==> config.mk <==
export PLATFORM = sky130hd
export DESIGN_NAME = mips_cpu_div_ctrl_flat
export DESIGN_NICKNAME = d
export VERILOG_FILES = /design/src/rtl/mips_cpu_div_ctrl_if.sv /design/src/rtl/mips_cpu_div_ctrl.sv /design/src/flat_wrapper.sv
export SDC_FILE = /design/constraint.sdc
export NUM_CORES = 1
export LEC_CHECK = 0
export CAP_MARGIN = 20
export CORE_MARGIN = 2
export CORE_UTILIZATION = 30
export DETAILED_ROUTE_END_ITERATION = 7
export PLACE_DENSITY = 0.7
export SLEW_MARGIN = 20
export SYNTH_ARGS = -nofsm -noshare
export SYNTH_HDL_FRONTEND = slang
export SYNTH_SLANG_ARGS = --single-unit
==> constraint.sdc <==
create_clock -name clk -period 2.7 [get_ports clk]
set_input_delay 0.27 -clock clk [delete_from_list [all_inputs] [get_ports clk]]
set_output_delay 0.27 -clock clk [all_outputs]
set_load 0.1 [all_outputs]
==> src/rtl/mips_cpu_div_ctrl_if.sv <==
// Divider bus between mips_cpu_div_ctrl (master) and mips_cpu_divideru (slave).
// The master launches a divide and the slave returns a level done plus results.
interface mips_cpu_div_ctrl_if #(
  parameter int unsigned WIDTH = 32
);
  logic             div_start;
  logic [WIDTH-1:0] div_dividend;
  logic [WIDTH-1:0] div_divisor;
  logic [WIDTH-1:0] div_quotient;
  logic [WIDTH-1:0] div_remainder;
  logic             div_done;
  logic             div_dbz;

  modport master (
    output div_start,
    output div_dividend,
    output div_divisor,
    input  div_quotient,
    input  div_remainder,
    input  div_done,
    input  div_dbz
  );

  modport slave (
    input  div_start,
    input  div_dividend,
    input  div_divisor,
    output div_quotient,
    output div_remainder,
    output div_done,
    output div_dbz
  );
endinterface

==> src/rtl/mips_cpu_div_ctrl.sv <==
// DIV/DIVU sequencer and HI/LO register owner.
// The unsigned divider is fed operand magnitudes, and the results are sign-corrected
// into LO (quotient) and HI (remainder). MTHI/MTLO and the CPU stall are also handled here.
// Optional macro MIPS_DIV_DBZ_STICKY_EN adds a dbz_sticky output. With it, a
// divide-by-zero writes hi=dividend and lo=all ones.
module mips_cpu_div_ctrl #(
  parameter int unsigned WIDTH = 32
) (
  input  logic             clk,
  input  logic             reset,
  input  logic             op_valid,
  input  logic             op_signed,
  input  logic [WIDTH-1:0] op_a,
  input  logic [WIDTH-1:0] op_b,
  input  logic             mthi_en,
  input  logic             mtlo_en,
  input  logic [WIDTH-1:0] wdata,
  input  logic             hilo_rd,
  output logic [WIDTH-1:0] hi,
  output logic [WIDTH-1:0] lo,
  output logic             busy,
  output logic             stall,
`ifdef MIPS_DIV_DBZ_STICKY_EN
  output logic             dbz_sticky,
`endif
  mips_cpu_div_ctrl_if.master div
);

  typedef enum logic [2:0] {
    StIdle,
    StLaunch,
    StGuard,
    StWait,
    StFixup
  } state_e;

  state_e           state_q, state_d;
  logic [WIDTH-1:0] hi_q, hi_d;
  logic [WIDTH-1:0] lo_q, lo_d;
  logic [WIDTH-1:0] dividend_q, divisor_q;
  logic             q_neg_q, r_neg_q;

  logic             accept;
  logic             a_neg, b_neg;
  logic [WIDTH-1:0] a_mag, b_mag;

  // New divides are only taken in IDLE; signed operands become unsigned magnitudes
  assign accept = (state_q == StIdle) && op_valid;
  assign a_neg  = op_signed && op_a[WIDTH-1];
  assign b_neg  = op_signed && op_b[WIDTH-1];
  assign a_mag  = a_neg ? -op_a : op_a;
  assign b_mag  = b_neg ? -op_b : op_b;

  assign busy              = (state_q != StIdle);
  assign stall             = busy && (op_valid || mthi_en || mtlo_en || hilo_rd);
  assign hi                = hi_q;
  assign lo                = lo_q;
  assign div.div_start     = (state_q == StLaunch);
  assign div.div_dividend  = dividend_q;
  assign div.div_divisor   = divisor_q;

`ifdef MIPS_DIV_DBZ_STICKY_EN
  logic [WIDTH-1:0] a_raw_q;
  logic             sticky_q;

  assign dbz_sticky = sticky_q;

  // Raw dividend for the divide-by-zero HI value; sticky flag tracks the last outcome
  always_ff @(posedge clk) begin
    if (reset) begin
      a_raw_q  <= '0;
      sticky_q <= 1'b0;
    end else begin
      if (accept) begin
        a_raw_q <= op_a;
      end
      if ((state_q == StIdle) && (mthi_en || mtlo_en)) begin
        sticky_q <= 1'b0;
      end else if (state_q == StFixup) begin
        sticky_q <= div.div_dbz;
      end
    end
  end
`endif

  // State register
  always_ff @(posedge clk) begin
    if (reset) begin
      state_q <= StIdle;
    end else begin
      state_q <= state_d;
    end
  end

  // Next-state: GUARD spends one cycle ignoring a done left over from the previous op
  always_comb begin
    state_d = state_q;
    unique case (state_q)
      StIdle:   if (op_valid) state_d = StLaunch;
      StLaunch: state_d = StGuard;
      StGuard:  state_d = StWait;
      StWait:   if (div.div_done) state_d = StFixup;
      StFixup:  state_d = StIdle;
      default:  state_d = StIdle;
    endcase
  end

  // HI/LO next value: MT* writes in IDLE, sign-corrected results in FIXUP
  always_comb begin
    hi_d = hi_q;
    lo_d = lo_q;
    if (state_q == StIdle) begin
      if (mthi_en) hi_d = wdata;
      if (mtlo_en) lo_d = wdata;
    end else if (state_q == StFixup) begin
      if (!div.div_dbz) begin
        lo_d = q_neg_q ? -div.div_quotient  : div.div_quotient;
        hi_d = r_neg_q ? -div.div_remainder : div.div_remainder;
`ifdef MIPS_DIV_DBZ_STICKY_EN
      end else begin
        hi_d = a_raw_q;
        lo_d = '1;
`endif
      end
    end
  end

  // Datapath registers: HI/LO and the operands/signs latched on accept
  always_ff @(posedge clk) begin
    if (reset) begin
      hi_q       <= '0;
      lo_q       <= '0;
      dividend_q <= '0;
      divisor_q  <= '0;
      q_neg_q    <= 1'b0;
      r_neg_q    <= 1'b0;
    end else begin
      hi_q <= hi_d;
      lo_q <= lo_d;
      if (accept) begin
        dividend_q <= a_mag;
        divisor_q  <= b_mag;
        q_neg_q    <= a_neg ^ b_neg;
        r_neg_q    <= a_neg;
      end
    end
  end

endmodule

==> src/flat_wrapper.sv <==
// flat-port wrapper written by rule: the top's interface ports become plain ports
module mips_cpu_div_ctrl_flat 
#(
  parameter int unsigned WIDTH = 32
)
  (clk, reset, op_valid, op_signed, op_a, op_b, mthi_en, mtlo_en, wdata, hilo_rd, hi, lo, busy, stall, div_div_start, div_div_dividend, div_div_divisor, div_div_quotient, div_div_remainder, div_div_done, div_div_dbz);
  mips_cpu_div_ctrl_if #(.WIDTH(WIDTH)) div_i ();
  input  logic clk;
  input  logic reset;
  input  logic op_valid;
  input  logic op_signed;
  input  logic [WIDTH-1:0] op_a;
  input  logic [WIDTH-1:0] op_b;
  input  logic mthi_en;
  input  logic mtlo_en;
  input  logic [WIDTH-1:0] wdata;
  input  logic hilo_rd;
  output logic [WIDTH-1:0] hi;
  output logic [WIDTH-1:0] lo;
  output logic busy;
  output logic stall;
  output wire logic [$bits(div_i.div_start)-1:0] div_div_start;
  output wire logic [$bits(div_i.div_dividend)-1:0] div_div_dividend;
  output wire logic [$bits(div_i.div_divisor)-1:0] div_div_divisor;
  input wire logic [$bits(div_i.div_quotient)-1:0] div_div_quotient;
  input wire logic [$bits(div_i.div_remainder)-1:0] div_div_remainder;
  input wire logic [$bits(div_i.div_done)-1:0] div_div_done;
  input wire logic [$bits(div_i.div_dbz)-1:0] div_div_dbz;
  assign div_div_start = div_i.div_start;
  assign div_div_dividend = div_i.div_dividend;
  assign div_div_divisor = div_i.div_divisor;
  assign div_i.div_quotient = div_div_quotient;
  assign div_i.div_remainder = div_div_remainder;
  assign div_i.div_done = div_div_done;
  assign div_i.div_dbz = div_div_dbz;
  mips_cpu_div_ctrl #(.WIDTH(WIDTH)) u_core (.clk(clk), .reset(reset), .op_valid(op_valid), .op_signed(op_signed), .op_a(op_a), .op_b(op_b), .mthi_en(mthi_en), .mtlo_en(mtlo_en), .wdata(wdata), .hilo_rd(hilo_rd), .hi(hi), .lo(lo), .busy(busy), .stall(stall), .div(div_i));
endmodule
==> flow_summary.toml <==
[floorplanning]
die_area_um2 = 27300
num_rows = 58
core_area_um2 = 25300
die_x_um = 165
pin_count = 300
initial_core_util_pct = 30.8
die_y_um = 165

[detailed_routing]
avgRoutedWirePerCell_um = 18.4
dr_total_vias = 8716
detail_route.vias_per_cell = 5.28
drt_iter0_drc = 507
ant_nets = 0
drt-pass1-iter-count = 5
wl_um = 30400
drcViolationCount = 0

[global_route]
grt_max_degree = 75
antenna_found_initial = 0
overflow = 0
grt_pass1_wl_um = 45900
grt_pass1_vias = 8431
grtUsageTotal_pct = 21.8

[clocking]
htreeDepth = 4
ctsHoldBuffers = 0
clk_latency_ns = 0.43
numCtsBuffers = 17
cts.sinks = 133
clk_path_buf_depth = 2
clk_pin_slew_ns = 0.06
cts_root_buf = "clkbuf_16"
cts_tree = "built"

[layout]
nNetsFinal = 1481
drive_above_1_share_pct = 20.4
final_common_cell = "buf_4"
n_antenna_cell = 0
area_delta_synth_final_pct = 52.8
fin_util_pct = 47.0
mostFrequentLayoutCells = "buf_4 (203), clkdlybuf4s50_1 (166), dfxtp_1 (133)"

[setup_path]
endpoint_kind = "flip-flop"
cpLargestDelayFamily = "simple AND/OR/NAND/NOR gates"
cp_slowest_cell = "or4_4"
critPathArrivalTime_ns = 2.82
path_max_fanout = 4
max_stage_delay_ns = 0.59
cp_data_required_time_ns = 3.03
cp_cell_sequence = "clkdlybuf4s50_1, inv_1, ha_1, or3b_1, or3_1, or4_4, o31ai_2, xor2_1, a221oi_1"
setup.worst_path.class = "in -> reg"
path_buf_inv = 2
critPathLaunchType = "input pin"

[pwr]
leakage_nw = 4.49
p_total_mw = 8.23
power_density_nw_per_um2 = 691
peakVddDrop_mv = 0.384

[logic_synthesis]
ys.flop_type = "dfxtp_1"
synth-edff-count = 0
yosys_warnings = 0
synthCells = 985
yosysSeqAreaShare_pct = 34.2
ys_ff_latch = 133
syn_avg_cell_area_um2 = 7.91
syn_nets = 1158
netlist_area_um2 = 7790
synth_cell_types = 53
async_flop_share_pct = 0

[sta]
setup_viol = 0
relSlewSlack_pct = 42.3
rsz0062_at_grt = "false"
period_minus_slack_ns = 2.49
drv_slew = 0
fmax_mhz = 401
max_slew.worst_pin.slew_ns = 0.865
finClkSkew_ns = 0.0153
post-route-period-util_pct = 92.3
hold_viol_final = 0

[flow_run]
maxCapViolCount = 0

[placement]
place_congestion = 0.917
io_buffers = 299
dp_hpwl_um = 23100

[run_status]
status = "finished clean"

[worst_hold_path]
hold_path_class = "in -> reg"
## per-stage QoR
step / cells / setup WS (ns) / hold WS (ns) / TNS (ns) / cell area (um^2)
after floorplan: 985 / 0.0756 / 0.406 / 0 / 7790
after global placement: 1619 / -0.258 / 0.439 / -1.50 / 11300
after detailed placement: 1619 / -0.290 / 0.443 / -2.07 / 11300
after CTS: 1651 / 0.145 / 0.0127 / 0 / 11900
after global routing: 1651 / 0.0579 / 0.0247 / 0 / 11900
final: 1651 / 0.207 / 0.0211 / 0 / 11900
## cells by family after synthesis
logic type	Yosys count	share of synthesized area (%)
fa+ha+maj	4	0.643
flops	133	34.2
compound gates	306	26.9
xor+xnor	112	12.6
mux	3	0.386
simple gates	338	20.8
buf+inv	89	4.51
## final cells by class
type / instances / area, um^2
clock inverters: 14 / 198
fillers: 2510 / 13400
multi-input cells: 763 / 4800
well taps: 330 / 413
inverters: 16 / 60.1
clock buffers: 18 / 429
flip-flops and latches: 133 / 2660
repair buffers: 377 / 3340
## path summary, 6_finish.rpt
path,from,endpoint,slack [ns],depth (start not counted)
worst max-delay path,div_div_remainder[1],u_core.hi[28]$_SDFFE_PP0P_,0.21,9
worst min-delay path,reset,u_core.q_neg_q$_SDFFE_PP0P_,0.02,2
worst max register to register,u_core.state_q[2]$_SDFFE_PP0P_,u_core.hi[10]$_SDFFE_PP0P_,0.60,6
worst min register to register,u_core.q_neg_q$_SDFFE_PP0P_,u_core.q_neg_q$_SDFFE_PP0P_,0.45,2
## flip-flops by register name, indices dropped and copies added (netlist names)
register	cells
u_core.hi	32
u_core.state_q	3
u_core.q_neg_q	1
u_core.div.div_divisor	32
u_core.r_neg_q	1
u_core.div.div_dividend	32
u_core.lo	32
## routing by layer
layer / share of wire [%] / global-route usage [%]
met4: 3.5 / 9.25
met2: 47 / 37.2
met3: 10 / 7.19
met5: 0 / 0
met1: 40 / 24.9
## power breakdown
part | internal (mW) | switching [mW] | leakage (nW) | total, mW
clock | 1.56 | 0.989 | 0.302 | 2.55
combinational | 0.929 | 2.44 | 3.09 | 3.37
sequential | 2.18 | 0.130 | 1.10 | 2.31
## cells in the mapped netlist (3+ instances only)
library cell  number  area [um^2]
and2_1             6         37.5
nand2_1           84          315
nand2b_1           4         25.0
nand3_1           15         75.1
a211o_1           15          131
a311oi_1           6         52.6
buf_1              4         15.0
a221oi_1          17          149
o41ai_1           13          114
o21ai_0           56          280
a31oi_1           14         87.6
dfxtp_1          133         2660
o31ai_1           35          263
nor2b_1            5         31.3
clkbuf_1          65          244
nor4_1            17          106
xnor2_1           37          324
a211oi_1          68          510
and3_1             4         25.0
a21oi_1           68          340
nor3b_1            4         30.0
nor3_1            18         90.1
inv_1             16         60.1
or4_1             15          113
xor2_1            75          657
nor2_1           129          484
mux2i_1            3         30.0
or4_4              6         67.6
or2_2              6         37.5
ha_1               4         50.1
or3_1             16          100
## what timing repair did
action                                  in CTS  in global routing
resized for setup                            0                  1
hold endpoints to repair                     0                  0
buffers inserted                             0                  0
endpoints found under the setup margin       0                  1
Power figures use the tool's default switching activity.
